`src/rtl/ysyx_220053_trap_seq.sv`:
```
// Trap sequencer for the machine-mode CSR file.
// Turns ecall / mret / timer-interrupt events seen at commit into a short
// series of writes on the single CSR write port, followed by a one-cycle
// PC redirect. Instruction-side CSR writes use the same port while idle.
//
// Handshake: inst_csr_ready_o is high exactly when the sequencer is idle.
// An instruction write is taken in any cycle where inst_csr_wen_i and
// inst_csr_ready_o are both high. While busy, the requester is held by
// stall_o and any write presented is dropped.
module ysyx_220053_trap_seq #(
  parameter int unsigned     XLEN      = 64,
  parameter logic [XLEN-1:0] CAUSE_ECL = 64'hb,
  parameter logic [XLEN-1:0] CAUSE_MTI = 64'h8000000000000007
) (
  input  logic            clk,
  input  logic            rst,
  input  logic            commit_valid_i,
  input  logic [XLEN-1:0] commit_pc_i,
  input  logic [XLEN-1:0] next_pc_i,
  input  logic            ecall_i,
  input  logic            mret_i,
  input  logic            mtip_i,
  input  logic [XLEN-1:0] mstatus_i,
  input  logic [XLEN-1:0] mtvec_i,
  input  logic [XLEN-1:0] mepc_i,
  input  logic            inst_csr_wen_i,
  input  logic [11:0]     inst_csr_id_i,
  input  logic [XLEN-1:0] inst_csr_wdata_i,
  output logic            inst_csr_ready_o,
  output logic            csr_wen_o,
  output logic [11:0]     csr_id_o,
  output logic [XLEN-1:0] csr_wdata_o,
  output logic            stall_o,
  output logic            redirect_o,
  output logic [XLEN-1:0] redirect_pc_o,
  output logic [2:0]      dbg_state
);

  typedef enum logic [2:0] {
    IDLE    = 3'd0,
    W_EPC   = 3'd1,
    W_CAUSE = 3'd2,
    W_STAT  = 3'd3,
    M_STAT  = 3'd4,
    REDIR   = 3'd5
  } state_t;

  state_t          state, state_nxt;
  logic [XLEN-1:0] epc, cause;
  logic            is_trap;
  logic            take_irq, take_ecall, take_mret;
  logic [XLEN-1:0] stat_trap, stat_mret;

  // Event priority: interrupt, then ecall, then mret.
  assign take_irq   = commit_valid_i & mtip_i & mstatus_i[3];
  assign take_ecall = commit_valid_i & ecall_i & ~take_irq;
  assign take_mret  = commit_valid_i & mret_i & ~take_irq & ~ecall_i;

  assign dbg_state = state;

  // New mstatus values: trap stacks MIE into MPIE, mret restores it.
  always_comb begin
    stat_trap        = mstatus_i;
    stat_trap[7]     = mstatus_i[3];
    stat_trap[3]     = 1'b0;
    stat_trap[12:11] = 2'b11;
    stat_mret        = mstatus_i;
    stat_mret[3]     = mstatus_i[7];
    stat_mret[7]     = 1'b1;
    stat_mret[12:11] = 2'b11;
  end

  // State register.
  always_ff @(posedge clk or posedge rst) begin
    if (rst) state <= IDLE;
    else     state <= state_nxt;
  end

  // Capture epc/cause and the trap-vs-mret flag at accept time.
  always_ff @(posedge clk or posedge rst) begin
    if (rst) begin
      epc     <= '0;
      cause   <= '0;
      is_trap <= 1'b0;
    end else if (state == IDLE) begin
      if (take_irq) begin
        epc     <= next_pc_i;   // interrupted instruction still completes
        cause   <= CAUSE_MTI;
        is_trap <= 1'b1;
      end else if (take_ecall) begin
        epc     <= commit_pc_i;
        cause   <= CAUSE_ECL;
        is_trap <= 1'b1;
      end else if (take_mret) begin
        is_trap <= 1'b0;
      end
    end
  end

  // Next state and muxed CSR port / redirect outputs.
  always_comb begin
    state_nxt        = state;
    csr_wen_o        = 1'b0;
    csr_id_o         = 12'h000;
    csr_wdata_o      = '0;
    inst_csr_ready_o = 1'b0;
    stall_o          = 1'b1;
    redirect_o       = 1'b0;
    redirect_pc_o    = '0;
    case (state)
      IDLE: begin
        stall_o          = 1'b0;
        inst_csr_ready_o = 1'b1;
        csr_wen_o        = inst_csr_wen_i;
        csr_id_o         = inst_csr_id_i;
        csr_wdata_o      = inst_csr_wdata_i;
        if (take_irq || take_ecall) state_nxt = W_EPC;
        else if (take_mret)         state_nxt = M_STAT;
      end
      W_EPC: begin
        csr_wen_o   = 1'b1;
        csr_id_o    = 12'h341;
        csr_wdata_o = epc;
        state_nxt   = W_CAUSE;
      end
      W_CAUSE: begin
        csr_wen_o   = 1'b1;
        csr_id_o    = 12'h342;
        csr_wdata_o = cause;
        state_nxt   = W_STAT;
      end
      W_STAT: begin
        csr_wen_o   = 1'b1;
        csr_id_o    = 12'h300;
        csr_wdata_o = stat_trap;
        state_nxt   = REDIR;
      end
      M_STAT: begin
        csr_wen_o   = 1'b1;
        csr_id_o    = 12'h300;
        csr_wdata_o = stat_mret;
        state_nxt   = REDIR;
      end
      REDIR: begin
        redirect_o    = 1'b1;
        redirect_pc_o = is_trap ? (mtvec_i & ~{{(XLEN-2){1'b0}}, 2'b11}) : mepc_i;
        state_nxt     = IDLE;
      end
      default: begin
        stall_o   = 1'b0;
        state_nxt = IDLE;
      end
    endcase
    // Every output is quiet while reset is held.
    if (rst) begin
      csr_wen_o        = 1'b0;
      csr_id_o         = 12'h000;
      csr_wdata_o      = '0;
      inst_csr_ready_o = 1'b0;
      stall_o          = 1'b0;
      redirect_o       = 1'b0;
      redirect_pc_o    = '0;
    end
  end

endmodule

```
`config.mk`:
```
export PLATFORM = sky130hd
export DESIGN_NAME = ysyx_220053_trap_seq
export DESIGN_NICKNAME = d
export VERILOG_FILES = /design/src/rtl/ysyx_220053_trap_seq.sv
export SDC_FILE = /design/constraint.sdc
export NUM_CORES = 1
export LEC_CHECK = 0
export BUFFER_PORTS_ARGS = -buffer_cell sky130_fd_sc_hd__buf_2
export CAP_MARGIN = 40
export CORE_AREA = 2 2 211 213
export CTS_CLUSTER_SIZE = 28
export DETAILED_ROUTE_END_ITERATION = 7
export DIE_AREA = 0 0 213 215
export PLACE_DENSITY = 0.47
export SYNTH_ARGS = -nofsm -noshare
export SYNTH_HDL_FRONTEND = slang
export SYNTH_SLANG_ARGS = --single-unit
```
`constraint.sdc`:
```
create_clock -name clk -period 8.4 [get_ports clk]
set_input_delay 0.84 -clock clk [delete_from_list [all_inputs] [get_ports clk]]
set_output_delay 0.84 -clock clk [all_outputs]
set_load 0.02 [all_outputs]
```
==> run_results.csv, run 1 <==
group,metric,value,unit
run_status,status,"finished, final reports clean",
cts,cts_post_setup_buffers_inserted,0,
routing,routed.top_layer,"met5",
job,maxCapViolCount,0,
yosys,synth-seq-area-share,26.5,%
hold_path,hold_class,"reg -> reg",
global_route,grt_pass1_wl,52700,µm
global_route,grt.total_usage,15.7,%
layout,finalCoreUtilization,23.7,%
layout,nets,1623,
routing,post_drt_wl_per_cell,20.9,µm
critical_path,cp_max_fo,65,
timing,max_freq,0.245,GHz
layout,final_common_cell,"buf_2",
timing,tns,0,ns
cts,htree_levels,3,
routing,drtAntennaViolNets,0,
power,p_per_area,299,mW/mm²
yosys,async_flop_share,100,%
global_route,antenna_found_initial,15,
power,vdd_drop_max,168,µV
floorplanning,die_h,215,µm
yosys,synth_area_per_cell,9.14,µm²
routing,route.vias.total,8079,
floorplanning,ios,550,
yosys,ys_ff_latch,71,
routing,routed_wl,38100,µm
layout,final_cell_mix,"545 x buf_2, 76 x nor2_1, 69 x dfrtp_1",
global_route,first_global_vias,8164,
routing,met3_length,3060,µm
routing,drt_iter0_markers,385,
floorplanning,num_rows,77,
critical_path,path_class,"reg -> out",
layout,regArea,0.00178,mm²
power,p_leak,0.00505,µW
timing,final-hold-violation-count,0,
yosys,syn-num-nets,1138,
timing,min_period,4.08,ns
global_route,grt_overflow,0,
timing,relSlewSlack,38.9,%
routing,drc,0,
placement,hpwl,29200,µm
timing,setup_viol_count_final,0,
placement,portBuffers,545,
cts,clock_path_buffers,2,
critical_path,end_kind,"primary output",
routing,met1_length,14100,µm
routing,drtPass1Iterations,5,
layout,area_growth,54.1,%
cts,cts-root-buf,"clkbuf_16",
yosys,synth_edf_count,0,
critical_path,cp-start-kind,"flop",
yosys,ys_warn_count,0,
yosys,synthFlopType,"dfrtp_1",
timing,hold-worst-slack,0.486,ns
layout,fillerInstances,4895,
cts,ctsHoldBuffers,0,
hold_path,hp-start,"epc[49]",
cts,clock-sinks,71,
cts,clk_latency,0.35,ns
floorplanning,die_w,213,µm
yosys,syn_inst,735,
yosys,ys_types,41,
layout,multiInputGateArea,0.00449,mm²
cts,cts_buffers,9,
timing,max_slew.worst_pin.slew,0.914,ns
critical_path,cp.required,7.56,ns
placement,dpl_cell_area,0.00997,mm²
layout,drive_gt1_share,57.6,%
cts,cts_resized,0,
cts,cts_tree,"done",
floorplanning,coreArea,0.0436,mm²
global_route,grt_max_degree,68,
timing,post-route-period-util,48.6,%
placement,gp_congestion,0.879,
floorplanning,initial_utilization,15.4,%
routing,dr_wl_met2,19600,µm
yosys,synth.cell_area,0.00672,mm²
cts,path_clk_slew,0.07,ns
critical_path,r2r-start,"dbg_state[1]",
routing,viasPerCell,4.44,
critical_path,arrival,3.24,ns
layout,final_area,0.0103,mm²
timing,slew_viol_final,0,
floorplanning,die-area,0.0458,mm²
timing,skew,0.0104,ns
critical_path,startpoint,"dbg_state[1]",
timing,rsz0062_at_grt,"no",
## state kept, by name, summed over array words and instances, names as in the netlist
register   cells
epc           64
dbg_state      3
cause          3
is_trap        1
## final cells by class
cell class / count / share of cell area, %
multi-input combinational: 569 / 43.4
timing repair buffer: 563 / 28.3
sequential: 71 / 17.2
tap: 592 / 7.16
clock buffer: 11 / 2.35
clock inverter: 5 / 1.25
inverter: 6 / 0.242
antenna: 4 / 0.0967
## synth_stat cells, drive strengths merged, types with 2 or more instances
cell     instances  area, µm²
and3b            6       52.6
and3             8       50.1
nor3b            3       22.5
dfrtp           71       1780
buf             52        333
o2bb2ai         64        873
a32oi           59        517
a22oi           65        488
or3              3       18.8
inv              5       18.8
nor2            77        289
o211ai           2       15.0
mux2i           62        621
mux2            63        709
nand2           62        233
nor2b            2       12.5
a31oi            2       12.5
clkbuf          37        139
o21ai           10       65.1
a21oi           67        335
## through the flow
stage	std cells	worst slack, ns	total power, µW
4_1_cts	1817	4.23	3140
3_3_place_gp	1797	4.31	2570
2_1_floorplan	735	4.19	1980
5_1_grt	1821	4.12	3300
6_report	1821	4.32	3100
3_5_place_dp	1801	4.62	2620
## worst max-delay path: stages (launching register included)
cell and delay, ns:
dfrtp_4 1.00, buf_4 0.48, nor2_1 0.25, nand3_2 0.12, buf_4 0.56, nor2_1 0.21
buf_2 0.22
## worst paths after layout
kind / endpoint / slack (ns) / depth (start not counted)
setup reg to reg: is_trap / 5.32 / 5
hold / removal: epc[49] / 0.49 / 1
setup / recovery: redirect_pc_o[21] / 4.32 / 6
hold reg to reg: epc[49] / 0.49 / 1
max in group asynchronous: is_trap / 6.72 / 3
min in group asynchronous: epc[53] / 0.68 / 2
## routing by layer
metal / vias up / global-route usage [%]
met4: 12 / 5.94
met5: - / 0
met2: 389 / 29.3
met3: 53 / 4.05
met1: 3836 / 16.6
li1: 3789 / -
## cells by family after synthesis
kind of cell    synth area share (%)
xor+xnor                       0.130
flops                           26.5
mux                             19.8
buf+inv                         7.36
simple gates                    11.3
compound gates                  35.0
## where the power goes
part           total (µW)  switching (µW)  leakage, µW  internal [µW]
clock                 502             172     0.000180            330
combinational        1910            1090      0.00398            822
sequential            687             190     0.000886            497
Power figures use the tool's default switching activity.
==> run 2, diff against run 1 <==
--- a/config.mk
+++ b/config.mk
@@ -7,10 +7,10 @@
 export LEC_CHECK = 0
 export BUFFER_PORTS_ARGS = -buffer_cell sky130_fd_sc_hd__buf_2
 export CAP_MARGIN = 40
-export CORE_AREA = 2 2 211 213
+export CORE_AREA = 2 2 216 218
 export CTS_CLUSTER_SIZE = 28
 export DETAILED_ROUTE_END_ITERATION = 7
-export DIE_AREA = 0 0 213 215
+export DIE_AREA = 0 0 218 220
 export PLACE_DENSITY = 0.47
 export SYNTH_ARGS = -nofsm -noshare
 export SYNTH_HDL_FRONTEND = slang
==> constraint.sdc (replaced) <==
create_clock -name clk -period 3.43 [get_ports clk]
set_input_delay 0.343 -clock clk [delete_from_list [all_inputs] [get_ports clk]]
set_output_delay 0.343 -clock clk [all_outputs]
set_load 0.02 [all_outputs]
==> run 2 against run 1 <==
Effect of this change: register-to-register slack got worse by 4.2 ns; highest routed layer unchanged; clock power rose by 130%; largest cell class unchanged; critical path type unchanged; die area rose by 4.7%.
==> run_results.csv, run 2 (synthesis gave the netlist of run 1 again) <==
group,metric,value,unit
global_route,grt.total_usage,15.3,%
timing,setup_viol_count_final,0,
floorplanning,coreArea,0.0459,mm²
global_route,first_global_vias,7993,
job,maxCapViolCount,0,
routing,drc,0,
cts,cts_buffers,9,
critical_path,r2r_slack,1.14,ns
timing,rsz0062_at_grt,"no",
routing,viasPerCell,4.45,
cts,cts_resized,0,
routing,route.vias.total,8222,
layout,final_common_cell,"buf_2",
placement,dpl_cell_area,0.0101,mm²
layout,final_cell_mix,"545 x buf_2, 76 x nor2_1, 69 x dfrtp_1",
cts,htree_levels,3,
cts,clock-sinks,71,
hold_path,whs_path_depth,3,
routing,post_drt_wl_per_cell,21.1,µm
cts,clk_latency,0.36,ns
cts,cts_tree,"done",
layout,drive_gt1_share,58.1,%
power,p_per_area,724,mW/mm²
layout,area_growth,55.3,%
placement,portBuffers,545,
placement,gp_congestion,0.899,
global_route,antenna_found_initial,13,
timing,relSlewSlack,45.8,%
critical_path,cp-start-kind,"flop",
layout,largest_register_ff_count,64,
power,p_switching,3580,µW
floorplanning,num_rows,79,
power,power_frac_clock,15.1,%
critical_path,arrival,2.58,ns
floorplanning,die_w,218,µm
timing,setup_ws,0.510,ns
floorplanning,ios,550,
layout,instances_no_fill,1848,
layout,largest-register,"epc",
critical_path,r2r-start,"dbg_state[2]",
routing,drt_iter0_markers,358,
power,p_total,7550,µW
cts,cts-root-buf,"clkbuf_16",
timing,final-hold-violation-count,0,
placement,dp_slack,0.915,ns
placement,dp_cells,1828,
critical_path,cp.required,3.09,ns
critical_path,end_kind,"primary output",
critical_path,crit_buf_inv,3,
layout,nets,1635,
floorplanning,initial_utilization,14.6,%
routing,drtPass1Iterations,6,
power,intPower,3980,µW
power,switching_share,47.4,%
placement,hpwl,30300,µm
timing,min_period,2.92,ns
global_route,grt_pass1_wl,52900,µm
critical_path,cpLargestDelayFamily,"buffers and inverters",
cts,path_clk_slew,0.07,ns
timing,skew,0.0103,ns
cts,cts_post_setup_buffers_inserted,0,
critical_path,path_class,"reg -> out",
power,power_frac_comb,62.9,%
hold_path,worstHoldEndpoint,"epc[2]",
timing,max_slew.worst_pin.slew,0.811,ns
power,p_leak,0.00509,µW
critical_path,cp_max_fo,45,
cts,ctsHoldBuffers,0,
timing,slew_viol_final,0,
hold_path,hp-start,"commit_pc_i[2]",
critical_path,critical_path.cell_chain,"buf_4 -> nor2_1 -> o21ai_4 -> buf_4 -> a21oi_1 -> buf_2",
layout,final_area,0.0104,mm²
power,share_seq_of_total_power,22.0,%
critical_path,r2r_end,"is_trap",
critical_path,cpMaxStageDelayCell,"dfrtp_4",
timing,tns,0,ns
timing,max_freq,0.342,GHz
cts,clock_path_buffers,2,
global_route,grt_max_degree,57,
hold_path,hold_class,"in -> reg",
run_status,status,"finished, final reports clean",
timing,post-route-period-util,85.1,%
global_route,grt_overflow,0,
floorplanning,die_h,220,µm
floorplanning,die-area,0.0480,mm²
critical_path,crit_path_frequent_cell,"buf_4",
critical_path,cpPeakStageDelay,0.58,ns
power,vdd_drop_max,312,µV
routing,routed_wl,38900,µm
routing,drtAntennaViolNets,0,
critical_path,reg2regPathDepth,5,
-- run 2: layout make-up --
cell class                 instances  area, µm²
fill                            5115      35400
multi-input combinational        569       4490
timing repair buffer             575       3010
sequential                        71       1780
tap                              607        759
clock buffer                      10        239
clock inverter                     6        108
inverter                           6       25.0
antenna                            4       10.0
-- run 2: worst register-to-register path, cell delays in order (launching register included) --
cell and delay, ns:
dfrtp_1 0.55, buf_4 0.30, or4b_4 0.77, buf_12 0.27, o21ai_0 0.19, nand2_1 0.07
-- run 2: worst max-delay path by stage --
stage / from / endpoint / slack, ns / cells after the start
2_1_floorplan: rst / csr_wdata_o[56] / 0.21 / 5
3_3_place_gp: dbg_state[1] / csr_wdata_o[51] / 0.93 / 6
3_5_place_dp: dbg_state[1] / csr_wdata_o[63] / 0.91 / 6
4_1_cts: dbg_state[1] / csr_wdata_o[63] / 0.48 / 6
5_1_grt: dbg_state[1] / csr_wdata_o[63] / 0.34 / 6
6_report: dbg_state[1] / csr_wdata_o[63] / 0.51 / 6
-- run 2: metal layers --
metal	GRT usage, %	share of wire, %	up-vias
met3	4.40	7.5	60
met5	0	0.19	-
met1	16.5	38	3941
met2	27.8	51	386
met4	6.67	3.6	12
li1	-	-	3823
-- run 2: stage by stage --
step / hold slack, ns / utilization [%]
after floorplan: 0.446 / -
final: 0.283 / 22.7
after global routing: 0.270 / 22.7
after global placement: 0.468 / 21.8
after detailed placement: 0.470 / 22.0
after CTS: 0.247 / 22.7
-- run 2: power by group through the flow --
| stage | combinational, µW | sequential, µW | clock, µW |
|---|---|---|---|
| 2_1_floorplan | 3420 | 1440 | 0 |
| 3_3_place_gp | 4650 | 1760 | 0 |
| 3_5_place_dp | 4800 | 1670 | 0 |
| 4_1_cts | 4800 | 1670 | 1200 |
| 5_1_grt | 5110 | 1720 | 1230 |
| 6_report | 4750 | 1660 | 1140 |
==> run 3, diff against run 2 <==
--- a/config.mk
+++ b/config.mk
@@ -5,13 +5,15 @@
 export SDC_FILE = /design/constraint.sdc
 export NUM_CORES = 1
 export LEC_CHECK = 0
+export ABC_AREA = 1
 export BUFFER_PORTS_ARGS = -buffer_cell sky130_fd_sc_hd__buf_2
 export CAP_MARGIN = 40
-export CORE_AREA = 2 2 216 218
+export CORE_AREA = 2 2 211 213
 export CTS_CLUSTER_SIZE = 28
 export DETAILED_ROUTE_END_ITERATION = 7
-export DIE_AREA = 0 0 218 220
-export PLACE_DENSITY = 0.47
+export DIE_AREA = 0 0 213 215
+export PLACE_DENSITY = 0.48
+export SLEW_MARGIN = 40
 export SYNTH_ARGS = -nofsm -noshare
 export SYNTH_HDL_FRONTEND = slang
 export SYNTH_SLANG_ARGS = --single-unit
==> run 3 against run 2 <==
Effect of this change: final cell count up 24%; sequential cell count is the same; via count grew 18%; critical path depth unchanged; clock skew fell by 0.0062 ns; core utilization grew 0.93 points; sequential share of layout area grew 0.14 points; design area down 0.94%; combinational power is 3% lower; setup slack lost 0.11 ns.
==> run_results.csv, run 3 <==
group,metric,value,unit
timing,max_slew.worst_pin.slew,0.779,ns
yosys,syn_inst,1189,
floorplanning,ios,550,
floorplanning,die_w,213,µm
timing,min_period,3.03,ns
critical_path,cpLargestDelayFamily,"buffers and inverters",
floorplanning,die-area,0.0458,mm²
critical_path,reg2regPathDepth,7,
floorplanning,num_rows,77,
placement,gp_congestion,0.880,
timing,tns,0,ns
critical_path,arrival,2.68,ns
yosys,ys_types,24,
yosys,async_flop_share,100,%
layout,area_growth,52.7,%
cts,clk_latency,0.34,ns
power,power_frac_clock,13.6,%
timing,setup_ws,0.404,ns
routing,routed_wl,40700,µm
placement,portBuffers,545,
yosys,yosys.area.top_type,"dfrtp_1",
timing,setup_viol_count_final,0,
critical_path,cpMaxStageDelayCell,"buf_4",
cts,cts_post_setup_buffers_inserted,0,
global_route,antenna_found_initial,21,
cts,cts_tree,"done",
yosys,synth_edf_count,0,
critical_path,crit_buf_inv,2,
critical_path,end_kind,"primary output",
global_route,use_met3,4.59,%
global_route,grt_overflow,0,
floorplanning,die_h,215,µm
timing,relSlewSlack,48.1,%
yosys,synth_area_per_cell,5.69,µm²
yosys,synth.most_common_cell,"nand2_1",
critical_path,path_class,"reg -> out",
layout,largest_register_ff_count,64,
routing,post_drt_wl_per_cell,17.8,µm
power,power_frac_comb,65.0,%
power,vdd_drop_max,302,µV
floorplanning,initial_utilization,15.5,%
critical_path,cp_max_fo,62,
yosys,synth-seq-area-share,26.3,%
global_route,grt_max_degree,67,
critical_path,cp-start-kind,"flop",
hold_path,hold_class,"in -> reg",
critical_path,path_depth,6,
yosys,synth_top_area_share,26.3,%
cts,cts-root-buf,"clkbuf_16",
global_route,grt.total_usage,16.9,%
timing,slew_viol_final,0,
timing,post-route-period-util,88.2,%
global_route,busiest_layer,"met2",
routing,drc,0,
routing,drt_iter0_markers,432,
yosys,syn-num-nets,1592,
layout,fillerInstances,5104,
yosys,yosys-top-cells-count,"461 x nand2_1, 174 x nand3_1, 142 x nor2_1, 71 x dfrtp_1, 69 x inv_1",
layout,drive_gt1_share,37.4,%
cts,ctsHoldBuffers,0,
critical_path,critical_path.cell_chain,"nand3_2 -> buf_4 -> nand2_1 -> o21ai_0 -> nand2_1 -> buf_2",
layout,final_cell_mix,"544 x buf_2, 460 x nand2_1, 172 x nand3_1",
global_route,grt_use_met2,31.0,%
cts,cts_buffers,9,
global_route,first_global_vias,9571,
timing,final-hold-violation-count,0,
layout,final_area,0.0103,mm²
global_route,use_met1,17.4,%
critical_path,crit_path_frequent_cell,"nand2_1",
cts,cts_resized,0,
placement,hpwl,32200,µm
power,switching_share,54.0,%
layout,largest-register,"epc",
critical_path,cp.required,3.09,ns
hold_path,whs_path_depth,3,
critical_path,cpPeakStageDelay,0.62,ns
routing,viasPerCell,4.23,
power,p_switching,3830,µW
cts,clock-sinks,71,
routing,drtPass1Iterations,4,
placement,dpl_cell_area,0.0100,mm²
power,share_seq_of_total_power,21.4,%
global_route,grt_pass1_wl,56800,µm
placement,dp_slack,0.807,ns
routing,drtAntennaViolNets,0,
timing,rsz0062_at_grt,"no",
yosys,ys_warn_count,0,
cts,htree_levels,3,
job,maxCapViolCount,0,
layout,final_common_cell,"buf_2",
yosys,synth_area_leaders,"dfrtp_1 26%, nand2_1 26%, nand3_1 13%",
power,p_leak,0.00582,µW
run_status,status,"finished, final reports clean",
power,intPower,3260,µW
layout,nets,2078,
yosys,ys_ff_latch,71,
timing,skew,0.00410,ns
cts,clock_path_buffers,2,
timing,max_freq,0.330,GHz
yosys,synthFlopType,"dfrtp_1",
routing,route.vias.total,9661,
floorplanning,coreArea,0.0436,mm²
power,p_per_area,686,mW/mm²
cts,path_clk_slew,0.06,ns
yosys,synth.cell_area,0.00677,mm²
==> run 3: cell types whose count changed after synthesis, sizes merged, moves of 58 or more <==
cell     before  now
inv           5   74
nand3         1  206
nand2        62  463
mux2i        62    0
mux2         63    0
a32oi        59    0
o2bb2ai      64    0
a22oi        65    0
nor2         77  147
o21ai        10   68
==> run 3: power by group through the flow <==
stage                     Clock, µW  Sequential [µW]  Combinational [µW]
after floorplan                   0             1430                3100
after global placement            0             1510                4640
after detailed placement          0             1520                4670
after CTS                      1020             1520                4680
after global routing           1050             1570                5110
final                           964             1520                4610
==> run 3: tightest hold or removal path, cell delays in order <==
cell     delay (ns)
buf_2          0.07
nand2_1        0.04
nand3_1        0.06
==> run 3: per-stage QoR <==
step	hold WS, ns	std cells	total power (µW)	util [%]
after global routing	0.209	2280	7730	23.7
after floorplan	0.440	1189	4530	-
after global placement	0.456	2256	6150	22.9
after CTS	0.182	2272	7220	23.6
after detailed placement	0.455	2256	6190	22.9
final	0.210	2283	7090	23.7
==> run 3: final timing paths <==
kind / start / endpoint / slack [ns]
max: dbg_state[0] / csr_id_o[9] / 0.40
min: next_pc_i[15] / epc[15] / 0.21
max reg2reg: dbg_state[0] / epc[44] / 0.99
min reg2reg: cause[3] / cause[3] / 0.48
min in group asynchronous: rst / cause[1] / 0.31
max in group asynchronous: rst / is_trap / 2.18
==> run 3: metal layers <==
layer  routed length, µm  vias to the layer above
met1               15100                     4426
met4                1640                       20
met5                 134                        -
met2               20700                      389
li1                    -                     4758
met3                3160                       68
==> run 3: cell families (layout without fill, tap and decap cells) <==
kind of cell / count (synthesis) / count (layout) / synth area share (%)
and+or+nand+nor: 822 / 822 / 52.7
buffers and inverters: 163 / 654 / 11.2
AOI/OAI and AO/OA: 133 / 133 / 9.84
DFF: 71 / 71 / 26.3
other: 0 / 11 / 0
==> run 3: area by class of cell <==
cell class / instances / area (µm²) / area share (%)
flip-flops and latches: 71 / 1780 / 17.2
repair buffers: 564 / 2940 / 28.5
well taps: 592 / 741 / 7.17
clock inverters: 4 / 45.0 / 0.436
multi-input cells: 955 / 4270 / 41.3
inverters: 74 / 283 / 2.74
clock buffers: 12 / 246 / 2.39
diodes: 11 / 27.5 / 0.266
